===== src/rtl/tt_um_jleugeri_ttt_spike_router.sv =====
// Spike router: queues firing sources and streams each source's CSR fan-out
// (target, good/bad token weights) over a valid/ready port. Memories are programmed while idle.
module tt_um_jleugeri_ttt_spike_router #(
  parameter int NUM_PROCESSORS  = 4,
  parameter int NUM_CONNECTIONS = NUM_PROCESSORS * NUM_PROCESSORS,
  parameter int NEW_TOKEN_BITS  = 4,
  parameter int QUEUE_DEPTH     = 4,
  localparam int PW  = $clog2(NUM_PROCESSORS),
  localparam int PIW = $clog2(NUM_PROCESSORS + 1),
  localparam int CW  = $clog2(NUM_CONNECTIONS + 1),
  localparam int T   = NEW_TOKEN_BITS
) (
  input  logic                clk,
  input  logic                rst_n,
  input  logic                src_valid,
  output logic                src_ready,
  input  logic [PW-1:0]       src_id,
  output logic                out_valid,
  input  logic                out_ready,
  output logic [PW-1:0]       target_id,
  output logic signed [T-1:0] new_good_tokens,
  output logic signed [T-1:0] new_bad_tokens,
  output logic [PW-1:0]       out_src_id,
  output logic                out_last,
  input  logic                prog_en,
  input  logic [1:0]          prog_op,
  input  logic [CW-1:0]       prog_addr,
  input  logic [PIW-1:0]      prog_index,
  input  logic signed [T-1:0] prog_tokens,
  output logic                prog_ack,
  output logic                prog_err,
  output logic                range_err,
  output logic                busy
);

  localparam int AW = (NUM_CONNECTIONS > 1) ? $clog2(NUM_CONNECTIONS) : 1;
  localparam int QW = $clog2(QUEUE_DEPTH);

  typedef enum logic [1:0] {IDLE, FETCH, STREAM} state_t;
  state_t state;

  logic [CW-1:0]       indptr   [NUM_PROCESSORS+1];
  logic [PW-1:0]       indices  [NUM_CONNECTIONS];
  logic signed [T-1:0] good_mem [NUM_CONNECTIONS];
  logic signed [T-1:0] bad_mem  [NUM_CONNECTIONS];

  logic [PW-1:0] fifo_mem [QUEUE_DEPTH];
  logic [QW:0]   wr_ptr, rd_ptr;
  logic          fifo_empty, fifo_full, push, pop;

  logic [PW-1:0] cur_id;
  logic [CW-1:0] addr, stop_addr, next_addr, fetch_start, fetch_stop;
  logic [AW-1:0] rd_idx;
  logic          prog_in_range, prog_accept, fetch_bad;

  // Extra pointer bit distinguishes full from empty when the low bits match.
  assign fifo_empty = (wr_ptr == rd_ptr);
  assign fifo_full  = (wr_ptr[QW] != rd_ptr[QW]) && (wr_ptr[QW-1:0] == rd_ptr[QW-1:0]);
  assign src_ready  = !fifo_full;
  assign push       = src_valid && !fifo_full;
  assign pop        = (state == IDLE) && !fifo_empty;
  assign busy       = (state != IDLE) || !fifo_empty;

  assign fetch_start = indptr[PIW'(cur_id)];
  assign fetch_stop  = indptr[PIW'(cur_id) + PIW'(1)];
  assign fetch_bad   = (fetch_start > fetch_stop) || (fetch_stop > CW'(NUM_CONNECTIONS));
  assign next_addr   = addr + CW'(1);

  always_comb begin
    rd_idx = next_addr[AW-1:0];
    if (state == FETCH) rd_idx = fetch_start[AW-1:0];
  end

  always_comb begin
    prog_in_range = 1'b0;
    case (prog_op)
      2'b00, 2'b01: prog_in_range = (prog_addr < CW'(NUM_CONNECTIONS));
      2'b10: prog_in_range = (prog_index <= PIW'(NUM_PROCESSORS)) &&
                             (prog_addr <= CW'(NUM_CONNECTIONS));
      default: prog_in_range = (prog_addr < CW'(NUM_CONNECTIONS)) &&
                               (prog_index < PIW'(NUM_PROCESSORS));
    endcase
  end

  assign prog_accept = prog_en && !busy && prog_in_range;

  // Connection and queue storage: not reset, contents survive rst_n.
  always_ff @(posedge clk) begin
    if (prog_accept) begin
      case (prog_op)
        2'b00:   good_mem[prog_addr[AW-1:0]] <= prog_tokens;
        2'b01:   bad_mem[prog_addr[AW-1:0]]  <= prog_tokens;
        2'b10:   indptr[prog_index]          <= prog_addr;
        default: indices[prog_addr[AW-1:0]]  <= prog_index[PW-1:0];
      endcase
    end
    if (push) fifo_mem[wr_ptr[QW-1:0]] <= src_id;
  end

  always_ff @(posedge clk) begin
    if (pop) cur_id <= fifo_mem[rd_ptr[QW-1:0]];
    if (state == FETCH) begin
      addr      <= fetch_start;
      stop_addr <= fetch_stop;
    end else if (state == STREAM && out_ready) begin
      addr <= next_addr;
    end
  end

  always_ff @(posedge clk or negedge rst_n) begin
    if (!rst_n) begin
      state           <= IDLE;
      wr_ptr          <= '0;
      rd_ptr          <= '0;
      out_valid       <= 1'b0;
      out_last        <= 1'b0;
      target_id       <= '0;
      out_src_id      <= '0;
      new_good_tokens <= '0;
      new_bad_tokens  <= '0;
      prog_ack        <= 1'b0;
      prog_err        <= 1'b0;
      range_err       <= 1'b0;
    end else begin
      if (push) wr_ptr <= wr_ptr + (QW+1)'(1);
      if (pop)  rd_ptr <= rd_ptr + (QW+1)'(1);
      prog_ack <= prog_accept;
      prog_err <= prog_en && !prog_accept;
      case (state)
        IDLE: if (pop) state <= FETCH;
        FETCH: begin
          if (fetch_bad) begin
            range_err <= 1'b1;
            state     <= IDLE;
          end else if (fetch_start == fetch_stop) begin
            state <= IDLE;
          end else begin
            state           <= STREAM;
            out_valid       <= 1'b1;
            out_src_id      <= cur_id;
            target_id       <= indices[rd_idx];
            new_good_tokens <= good_mem[rd_idx];
            new_bad_tokens  <= bad_mem[rd_idx];
            out_last        <= (fetch_start + CW'(1) == fetch_stop);
          end
        end
        STREAM: begin
          // Outputs only advance on a completed handshake, so they hold under back-pressure.
          if (out_ready) begin
            if (out_last) begin
              state     <= IDLE;
              out_valid <= 1'b0;
              out_last  <= 1'b0;
            end else begin
              target_id       <= indices[rd_idx];
              new_good_tokens <= good_mem[rd_idx];
              new_bad_tokens  <= bad_mem[rd_idx];
              out_last        <= (next_addr + CW'(1) == stop_addr);
            end
          end
        end
        default: state <= IDLE;
      endcase
    end
  end

endmodule


===== config.mk =====
export PLATFORM = sky130hd
export DESIGN_NAME = tt_um_jleugeri_ttt_spike_router
export DESIGN_NICKNAME = d
export VERILOG_FILES = /design/src/rtl/tt_um_jleugeri_ttt_spike_router.sv
export SDC_FILE = /design/constraint.sdc
export NUM_CORES = 1
export LEC_CHECK = 0
export ABC_AREA = 1
export CAP_MARGIN = 5
export CORE_MARGIN = 2
export CORE_UTILIZATION = 45
export DETAILED_ROUTE_END_ITERATION = 7
export PLACE_DENSITY_LB_ADDON = 0.12
export SETUP_SLACK_MARGIN = 0.5
export SLEW_MARGIN = 20
export SYNTH_ARGS = -nofsm -noshare
export SYNTH_HDL_FRONTEND = slang
export SYNTH_SLANG_ARGS = --single-unit
export TNS_END_PERCENT = 30

===== constraint.sdc =====
create_clock -name clk -period 5.7 [get_ports clk]
set_clock_uncertainty 0.2 [all_clocks]
set_input_delay 1.14 -clock clk [delete_from_list [all_inputs] [get_ports clk]]
set_output_delay 1.14 -clock clk [all_outputs]
set_load 0.05 [all_outputs]

==> impl_metrics.csv, run 1 <==
group,metric,value,unit
power_and_ir_drop,p_leak,0.005247,uW
timing,finalCritPeriodShare,0.6730,
finish,area_delta_synth_final,13.27,%
worst_setup_path,cp.arrival,2500,ps
timing,worst_pin_slew,951.9,ps
power_and_ir_drop,intPower,4102,uW
timing,fin_tns_setup,0,ps
yosys,ys_types,38,
grt,grt_pass1_wl,42200,um
yosys,synth_cells,1155,
clock_tree,cts_buffers,26,
finish,fillers,2261,
worst_hold_path,hp-class,"flip-flop to flip-flop",
route,drcViolationCount,0,
finish,fin_area,12570,sq um
route,antenna_left,0,
worst_setup_path,crit_path_max_fanout,7,
yosys,synthFlopType,"edfxtp_1",
route,first_pass_iters,5,
placed_design,gp_congestion,0.7955,
floorplan,io_pins,40,
timing,timing.fmax,260.7,MHz
clock_tree,hold_buffers,0,
finish,multiInputGateArea,3362,sq um
timing,slew_headroom,0.3596,
power_and_ir_drop,ir_drop,0.3483,mV
clock_tree,post_cts_buffers,0,
floorplan,coreArea,24250,sq um
clock_tree,cts_tree,"built",
floorplan,fp.dieW,161.0,um
floorplan,die_area,25930,sq um
power_and_ir_drop,p_switching,3395,uW
worst_setup_path,cp_cell_sequence,"inv_2, nand2_1, a21oi_1, nand3_1, clkdlybuf4s50_1",
route,drt_iter0_markers,688,
worst_setup_path,critPathTopFamily,"buffers and inverters",
floorplan,die_h,161.0,um
status,status,"completed",
clock_tree,cts_sinks,230,
finish,final_common_cell,"nand2_1",
worst_setup_path,worst-setup-path-type,"flip-flop to output port",
route,wire_per_inst,17.44,um
grt,track_usage,0.2108,
yosys,yosysWarningCount,0,
finish,final_cell_mix,"242 x nand2_1, 225 x nand3_1, 205 x edfxtp_1",
power_and_ir_drop,power.total,7497,uW
worst_setup_path,max_stage_delay,790,ps
worst_setup_path,cp_num_buf_inv,2,
route,num_vias,7788,
floorplan,initial_core_util,0.4576,
power_and_ir_drop,power_density,596.4,nW/um^2
yosys,avgSynthCellArea,9.608,sq um
clock_tree,clk_latency,520,ps
timing,final-max-slew-violation-count,0,
worst_setup_path,crit_path_end_kind,"output port",
clock_tree,root_buffer,"clkbuf_16",
power_and_ir_drop,power_frac_comb,0.501,
route,viasPerCell,5.087,
finish,fin_nets,1221,
worst_setup_path,start_kind,"flip-flop",
clock_tree,cts_max_level,1,
clock_tree,clkSlewWorstSetupHoldPaths,60,ps
yosys,synth-seq-area-share,0.6111,
floorplan,rows,57,
placed_design,io_buffers,39,
yosys,synth_edf_count,205,
clock_tree,clockBufferDepth,3,
power_and_ir_drop,clkPwrFrac,0.211,
clock_tree,ctsResizeCount,0,
timing,rsz0062_at_grt,"no",
grt,grt_max_degree,72,
grt,first_global_vias,7504,
route,wl,26700,um
timing,setup_viol,0,
yosys,synth_nets,1189,
worst_setup_path,cp_slowest_cell,"clkdlybuf4s50_1",
job,maxCapViolCount,0,
placed_design,dp_hpwl,18100,um
yosys,ys_ff_latch,230,
power_and_ir_drop,swShare,0.4529,
finish,drive_above_1_share,0.06633,
yosys,mappedNetlistArea,11100,sq um
power_and_ir_drop,pwr-share-seq,0.287,
finish,fin_util,0.5184,
timing,hold_violations,0,
placed_design,placed_area,11740,sq um
finish,regArea,6782,sq um
yosys,synthArstFlopShare,0.1087,
worst_setup_path,worstPathRequired,4360,ps
timing,min_period,3836,ps
grt,antenna_found_initial,1,
grt,grt_overflow,0,
## synthesized netlist by cell type, types with 7 or more instances
cell      count  area [sq um]
o21ai_1       7         35.03
nand2_1     242         908.4
buf_2        26         130.1
inv_2        12         45.04
ha_1         13         162.7
nor2_1       91         341.6
inv_1       180         675.7
xor2_1        8         70.07
nand3b_1     30         225.2
nand3_1     225          1126
dfrtp_1      25         625.6
nand2_2       8         50.05
clkbuf_1     11         41.29
o21ai_0      12         60.06
edfxtp_1    205          6156
nand4_1      15         93.84
## registers in the layout, summed over array words and instances (netlist names), 3 cells and up
register         flops
bad_mem             64
good_mem            64
indices             32
addr                 5
new_bad_tokens       4
stop_addr            5
fifo_mem             8
wr_ptr               3
new_good_tokens      4
rd_ptr               3
indptr              25
## worst register-to-register path, cell delays in order (launching register included)
cell and delay [ps]:
edfxtp_1 860, ha_1 440, inv_1 180, nor2_1 70, o21ai_1 70, nand2_1 110
a21oi_2 220, ha_1 260, nand2_1 80, inv_1 40, a221oi_1 300, nand2_1 90
inv_1 60, nand2_1 50, nand2_1 80, nand2_2 70, nand2_4 170, nand3_4 180
nand2_1 110, nand2_1 50
## final timing paths
kind,cells past startpoint,slack (ps),start,to
worst min register to register,2,260,range_err,range_err
worst min-delay path,2,260,range_err,range_err
max in group asynchronous,2,4250,rst_n,wr_ptr[0]
worst max register to register,19,1880,cur_id[0],new_good_tokens[0]
worst max-delay path,5,1860,rd_ptr[0],busy
min in group asynchronous,2,790,rst_n,out_src_id[1]
## logic make-up (layout without fill, tap and decap cells)
family                     count (synthesis)  count (layout)  synth area share
AOI/OAI and AO/OA                         34              34           0.01815
xor gates and xnor gates                  12              12          0.009471
adders and majority gates                 13              13           0.01466
buffers and inverters                    240             291           0.08716
DFF                                      230             230            0.6111
other                                      0               1                 0
and+or+nand+nor                          626             626            0.2594
## power by group through the flow
stage | Combinational [uW] | Sequential (uW) | Clock [uW]
after floorplan | 2610 | 2300 | 0
after global placement | 3720 | 2190 | 0
after detailed placement | 3750 | 2190 | 0
after CTS | 3770 | 2160 | 1610
after global routing | 4210 | 2180 | 1680
final | 3760 | 2160 | 1580
## cell type report
cell class	instances	area share
Antenna cell	1	0.0001991
Tap cell	324	0.03225
Timing Repair Buffer	51	0.03822
Clock buffer	33	0.05554
Sequential cell	230	0.5395
Inverter	193	0.05763
Multi-Input combinational cell	685	0.2675
Clock inverter	14	0.009158
## through the flow
step / worst slack, ps / hold slack (ps) / instances
4_1_cts: 1845 / 266.9 / 1530
6_report: 1864 / 261.8 / 1531
3_3_place_gp: 1543 / 246.9 / 1483
2_1_floorplan: 2546 / 261.9 / 1155
3_5_place_dp: 1436 / 251.8 / 1483
5_1_grt: 1497 / 292.1 / 1530
## routing by layer
metal	wire length (um)	GRT usage	share of wire
met5	0	0	0
met4	570	0.05317	0.021
met3	1283	0.02851	0.048
met2	12860	0.3584	0.48
met1	11980	0.2883	0.45
No activity file was read; power rests on OpenSTA's default activity.
==> run 2: changes to the inputs <==
- clock period: 5.7 -> 3.3 ns (I/O delays scaled with it)
==> impl_metrics.csv, run 2 (same netlist as run 1, synthesis figures left out) <==
group,metric,value,unit
clock_tree,clk_latency,530,ps
route,drcViolationCount,0,
worst_setup_path,timing.rr.start,"cur_id[0]",
timing,slew_headroom,0.6414,
worst_setup_path,worstPathRequired,3520,ps
route,num_vias,7995,
timing,rsz0062_at_grt,"yes",
power_and_ir_drop,p_leak,0.005468,uW
timing,timing.fmax,339.6,MHz
placed_design,place_inst,1510,
finish,stdcell_count,1560,
clock_tree,clkSlewWorstSetupHoldPaths,60,ps
clock_tree,clockBufferDepth,3,
route,top_layer,"met4",
route,wire_per_inst,18.01,um
worst_hold_path,min-delay-start,"range_err",
route,drt_iter0_markers,574,
finish,final_cell_mix,"229 x nand2_1, 223 x nand3_1, 205 x edfxtp_1",
placed_design,io_buffers,39,
clock_tree,cts_sinks,230,
floorplan,rows,57,
worst_setup_path,worst-setup-path-type,"flip-flop to flip-flop",
worst_setup_path,cp.arrival,3160,ps
finish,area_delta_synth_final,17.57,%
floorplan,fp.dieW,161.0,um
power_and_ir_drop,ir_drop,0.5636,mV
floorplan,coreArea,24250,sq um
worst_setup_path,start_kind,"flip-flop",
route,wl,28100,um
placed_design,dp_hpwl,18630,um
worst_setup_path,crit_path_max_fanout,12,
route,first_pass_iters,5,
placed_design,gp_congestion,0.8325,
clock_tree,cts_buffers,26,
worst_setup_path,crit_path_end_kind,"flip-flop",
grt,grt_max_degree,57,
grt,first_global_vias,7913,
timing,hold_violations,0,
grt,antenna_found_initial,1,
timing,setup_viol,0,
worst_hold_path,hp-class,"flip-flop to flip-flop",
job,maxCapViolCount,0,
route,wl_met2,13650,um
grt,track_usage,0.2232,
power_and_ir_drop,power_density,1063,nW/um^2
timing,worst_pin_slew,537.4,ps
clock_tree,cts_max_level,1,
floorplan,io_pins,40,
route,viasPerCell,5.125,
timing,final-max-slew-violation-count,0,
floorplan,die_area,25930,sq um
clock_tree,root_buffer,"clkbuf_16",
floorplan,die_h,161.0,um
timing,finalCritPeriodShare,0.8924,
floorplan,initial_core_util,0.4576,
grt,grt_overflow,0,
timing,fin_tns_setup,0,ps
worst_setup_path,cp-startpoint,"cur_id[0]",
finish,final_common_cell,"nand2_1",
timing,min_period,2945,ps
route,route.met3.wl,1516,um
route,antenna_left,0,
grt,grt_pass1_wl,44160,um
finish,drive_above_1_share,0.1134,
status,status,"completed",
route,wl_met1,12000,um
finish,fin_nets,1253,
clock_tree,cts_tree,"built",
run 2: final timing paths:
check | slack [ps] | depth (start not counted) | end
min in group asynchronous | 300 | 2 | out_src_id[0]
worst min register to register | 260 | 2 | range_err
worst max-delay path | 360 | 13 | new_good_tokens[2]
max in group asynchronous | 2330 | 2 | wr_ptr[0]
worst max register to register | 360 | 13 | new_good_tokens[2]
worst min-delay path | 260 | 2 | range_err
run 2: what timing repair did:
action,CTS,global route
setup endpoints to repair,18,126
setup buffers,2,1
gates resized for setup,19,31
pin swaps,4,9
gates cloned,2,0
hold buffers,0,0
run 2: layout make-up:
class                           count  area (sq um)
Fill cell                        2180         11200
Sequential cell                   230          6782
Multi-Input combinational cell    686          3472
Timing Repair Buffer               82         844.6
Inverter                          193         734.5
Clock buffer                       32         694.4
Tap cell                          324         405.4
Clock inverter                     12         111.4
Antenna cell                        1         2.502
run 2: metal layers:
metal,global-route usage,vias to the layer above
li1,-,3951
met1,0.2955,3779
met2,0.3804,207
met3,0.02953,58
met4,0.07833,0
met5,0,-
run 2: through the flow:
step,hold slack [ps],worst slack [ps],cell area [sq um],power (uW),utilization
after global placement,252.8,128.6,12030,10560,0.4961
after CTS,272.3,412.6,12940,13660,0.5335
after detailed placement,257.8,28.46,12030,10590,0.4961
after floorplan,164.4,447.1,11100,8469,-
after global routing,293.9,236.2,13050,14840,0.5380
final,263.8,355.0,13050,13860,0.5380
run 2: worst max-delay path, cell delays in order (launching register included):
cell and delay [ps]:
edfxtp_1 470, ha_4 300, buf_6 120, buf_4 120, nor2_1 90, o21ai_1 70, a21oi_1 320, ha_1 320
nand4_1 170, nand2_1 160, nand2_4 190, nand3_4 140, nand2_2 120, nand2_2 40
run 2: where the power goes:
part | switching (uW) | internal [uW]
clock | 1120 | 1640
sequential | 191 | 3500
combinational | 4930 | 2490
